## config.mk

```make
export PLATFORM = sky130hd
export DESIGN_NAME = if_id_stage
export DESIGN_NICKNAME = d
export VERILOG_FILES = /design/src/rtl/if_id_stage.sv
export SDC_FILE = /design/constraint.sdc
export NUM_CORES = 1
export LEC_CHECK = 0
export ABC_AREA = 1
export CAP_MARGIN = 5
export CORE_AREA = 8 8 113 115
export CTS_CLUSTER_SIZE = 8
export DETAILED_ROUTE_END_ITERATION = 7
export DIE_AREA = 0 0 121 123
export GPL_ROUTABILITY_DRIVEN = 1
export GPL_TIMING_DRIVEN = 0
export HOLD_SLACK_MARGIN = 0.08
export PLACE_DENSITY = 0.93
export SYNTH_ARGS = -nofsm -noshare
export SYNTH_HDL_FRONTEND = slang
export SYNTH_SLANG_ARGS = --single-unit
```

## constraint.sdc

```tcl
create_clock -name clk -period 1.9 [get_ports clk]
set_input_delay 0.38 -clock clk [delete_from_list [all_inputs] [get_ports clk]]
set_output_delay 0.38 -clock clk [all_outputs]
set_load 0.01 [all_outputs]
```

## src/rtl/if_id_stage.sv

```systemverilog
// IF/ID pipeline register for the RV32I core: captures fetch, holds on stall, bubbles on flush.
// Optional performance counters are built when IF_ID_PERF_EN is defined.
module if_id_stage #(
  parameter logic [31:0] NOP_INST = 32'h0000_0013,
  parameter logic [31:0] RESET_PC = 32'h0000_0000
) (
  input  logic        clk,
  input  logic        reset,
  input  logic [31:0] inst_f,
  input  logic [31:0] pc_f,
  input  logic        stall_d,
  input  logic        flush,
  output logic [31:0] inst_d,
  output logic [31:0] pc_d,
  output logic [31:0] pc4_d,
  output logic        valid_d,
  output logic        stall_f,
  output logic [31:0] bubble_cnt,
  output logic [31:0] stall_cnt
);

  localparam int unsigned XLEN = 32;
  localparam logic [XLEN-1:0] PC_STEP = XLEN'(4);

  typedef enum logic [1:0] {
    EMPTY = 2'd0,
    FULL  = 2'd1,
    HELD  = 2'd2
  } state_t;

  state_t state;

  // A redirect always lets fetch move to the target, even under a load-use stall.
  assign stall_f = stall_d & ~flush;

  // Slot state and payload; every output is a flop.
  always_ff @(posedge clk) begin
    if (reset) begin
      state   <= EMPTY;
      inst_d  <= NOP_INST;
      pc_d    <= RESET_PC;
      pc4_d   <= RESET_PC + PC_STEP;
      valid_d <= 1'b0;
    end else if (flush) begin
      state   <= EMPTY;
      inst_d  <= NOP_INST;
      pc_d    <= pc_f;
      pc4_d   <= pc_f + PC_STEP;
      valid_d <= 1'b0;
    end else if (stall_d) begin
      state <= (state == EMPTY) ? EMPTY : HELD;
    end else begin
      state   <= FULL;
      inst_d  <= inst_f;
      pc_d    <= pc_f;
      pc4_d   <= pc_f + PC_STEP;
      valid_d <= 1'b1;
    end
  end

`ifdef IF_ID_PERF_EN
  logic bubble_inc;
  logic stall_inc;

  // Mirror the transition priority: bubble after flush or a held bubble, stall on HELD entry.
  assign bubble_inc = flush | (stall_d & (state == EMPTY));
  assign stall_inc  = ~flush & stall_d & (state != EMPTY);

  always_ff @(posedge clk) begin
    if (reset) begin
      bubble_cnt <= '0;
      stall_cnt  <= '0;
    end else begin
      if (bubble_inc && (bubble_cnt != '1)) bubble_cnt <= bubble_cnt + XLEN'(1);
      if (stall_inc && (stall_cnt != '1))   stall_cnt  <= stall_cnt + XLEN'(1);
    end
  end
`else
  assign bubble_cnt = '0;
  assign stall_cnt  = '0;
`endif

endmodule

```

==> impl_metrics.env, run 1 <==
export IMPL_clockBufferDepth=2
export IMPL_outcome="finished, final reports clean"
export IMPL_via_count=4985
export IMPL_gr_total_overflow=0
export IMPL_final_util=0.642
export IMPL_floorplan_die_area_mm2=0.0149
export IMPL_avgViaCountPerCell=4.65
export IMPL_clock_skew_ns=0
export IMPL_muxShareOfSynthArea=0
export IMPL_timing_final_crit_period_ns=1.83
export IMPL_cts_reportedPaths_clkPinSlew_ns=0.07
export IMPL_preCtsSetupSlack_ns=-0.600
export IMPL_grt_max_degree=17
export IMPL_clockRootBuffer="clkbuf_16"
export IMPL_diodes=0
export IMPL_cp_start_kind="input port"
export IMPL_period_share=0.965
export IMPL_track_usage=0.200
export IMPL_totalWireLength_mm=15.3
export IMPL_synth_async_reset_ratio=0
export IMPL_min_path_type="input port to flip-flop"
export IMPL_synthXorXnorAreaFrac=0.00740
export IMPL_die_h_um=123
export IMPL_ios=230
export IMPL_critical_path_class="input port to primary output"
export IMPL_areaGrowthSynthToFinish_pct=50.1
export IMPL_clock_sinks=95
export IMPL_finalSetupViolCount=0
export IMPL_fmax_mhz=545
export IMPL_drc_errors=0
export IMPL_first_global_vias=4854
export IMPL_placed_cell_area_mm2=0.00678
export IMPL_synth_top_cell_area_share=0.402
export IMPL_layout_commonest_cell="nand2_1"
export IMPL_synthAdderAreaFrac=0.00264
export IMPL_synth_warnings=0
export IMPL_grt_pass1_wl_mm=23.7
export IMPL_synth_simple_area_share=0.307
export IMPL_place_congestion=0.943
export IMPL_core_mm2=0.0111
export IMPL_drtPass1Iterations=5
export IMPL_final_area_mm2=0.00711
export IMPL_synth_edf_count=0
export IMPL_htreeDepth=3
export IMPL_final_max_slew_violation_count=0
export IMPL_drv_cap=0
export IMPL_powerDensity_mw_per_mm2=723
export IMPL_fin_ws_ns=0.0662
export IMPL_syn_cell_area_mm2=0.00473
export IMPL_rsz0062_at_grt="no"
export IMPL_antenna_found_initial=0
export IMPL_post_drt_wl_per_cell_um=14.2
export IMPL_ys_seq_area_frac=0.402
export IMPL_layout_common_cells="182 x nand2_1, 161 x clkdlybuf4s50_1, 95 x nor2_1, 95 x dfxtp_1, 69 x buf_4"
export IMPL_layout_drive_gt1_share=0.127
export IMPL_synth_distinct_cells=30
export IMPL_endpoint_kind="primary output"
export IMPL_fin_nets=993
export IMPL_cp_max_fo=10
export IMPL_synthTopCellsByArea="dfxtp_1 40%, nand2_1 14%, buf_4 11%"
export IMPL_fp_dieW_um=121
export IMPL_postCtsHoldBufs=0
export IMPL_hold_viol=0
export IMPL_clock_latency_ns=0.34
export IMPL_cts_buffers=9
export IMPL_synth_compound_area_frac=0.102
export IMPL_initial_core_util=0.427
export IMPL_port_buffers=163
export IMPL_cts_tree="built"
export IMPL_rows=39
export IMPL_synth_seq_cells=95
export IMPL_synth_area_leader_cell="dfxtp_1"
export IMPL_dp_hpwl_mm=12.2
export IMPL_total_power_mw=5.14
export IMPL_worstPathArrival_ns=1.45
export IMPL_avgSynthCellArea_um2=6.90
export IMPL_synth_cells=686
export IMPL_ant_nets=0
export IMPL_tns_ns=0
export IMPL_drtIter0Drc=311
export IMPL_synth_top_family_by_area="simple AND/OR/NAND/NOR gates"
export IMPL_leakage_nw=3.32
export IMPL_synthFlopType="dfxtp_1"
export IMPL_required_ns=1.52
export IMPL_ir_drop_mv=0.394
## sequential cells by signal, indices dropped and copies added (netlist names)
register  count
pc_d         32
pc4_d        30
valid_d       1
inst_d       32
## kinds of logic after synthesis
group / after synthesis
AND/OR/NAND/NOR: 344
buffers and inverters: 147
flip-flops: 95
AO/OA/AOI/OAI: 94
XOR/XNOR: 4
adder cells (fa/ha/maj): 1
other: 1
## through the flow
stage,cells,hold WS (ns)
2_1_floorplan,749,0.474
3_3_place_gp,1055,0.435
3_5_place_dp,1055,0.447
4_1_cts,1072,0.354
5_1_grt,1072,0.376
6_report,1072,0.363
## routing by layer
layer  track usage  vias up  part of all wire
met3        0.0836       30              0.14
li1              -     2483                 -
met2         0.337      256              0.47
met5             0        -                 0
met1         0.216     2216              0.37
met4        0.0937        0             0.025
## power breakdown
part / internal [mW] / switching, mW
Sequential: 2.11 / 0.0600
Combinational: 0.521 / 0.501
Clock: 1.16 / 0.792
## worst max-delay path: stages
cell and delay [ns]:
dlygate4sd2_1 0.32, nor2_8 0.12, buf_6 0.15, buf_4 0.18
dlygate4sd2_1 0.28
## cell type report
type                    instances  area (um2)
fillers                       977        3970
multi-input cells             507        2220
plain buffers                  95         647
flip-flops and latches         95        1900
clock inverters                 7        96.3
inverters                      52         200
clock buffers                   9         225
well taps                     143         179
repair buffers                164        1640
## synth_stat cells (3+ instances only)
cell type	instances
nand2_1	182
dfxtp_1	95
nor2_1	95
buf_4	68
inv_1	49
a21oi_1	46
nand3_1	45
o21ai_0	36
clkbuf_1	14
buf_2	10
o21ai_1	8
nor2_4	6
nor2_2	4
buf_6	3
nand2_2	3
nor3_1	3
xor2_1	3
## repair_timing
action / CTS / global route
endpoints found under the setup margin: 1 / 0
endpoints found under the hold margin: 0 / 0
buffers inserted: 1 / 0
resized for setup: 2 / 0
## path summary, 6_finish.rpt
kind / startpoint / end / slack [ns] / cells past startpoint
worst max-delay path: flush / stall_f / 0.07 / 5
worst min-delay path: stall_d / inst_d[31]$_SDFFE_PP0N_ / 0.36 / 3
worst max register to register: pc4_d[12]$_SDFFE_PP0N_ / pc4_d[12]$_SDFFE_PP0N_ / 1.18 / 4
worst min register to register: pc4_d[2]$_SDFFE_PP1N_ / pc4_d[2]$_SDFFE_PP1N_ / 0.45 / 2
Power figures use the tool's default switching activity.
==> inputs of run 2 (changes only) <==
--- a/config.mk
+++ b/config.mk
@@ -15,6 +15,7 @@
 export GPL_TIMING_DRIVEN = 0
 export HOLD_SLACK_MARGIN = 0.08
 export PLACE_DENSITY = 0.93
+export SLEW_MARGIN = 5
 export SYNTH_ARGS = -nofsm -noshare
 export SYNTH_HDL_FRONTEND = slang
 export SYNTH_SLANG_ARGS = --single-unit
==> results of run 2 <==
The final DEF is identical to that of run 1; final timing and power are the same.
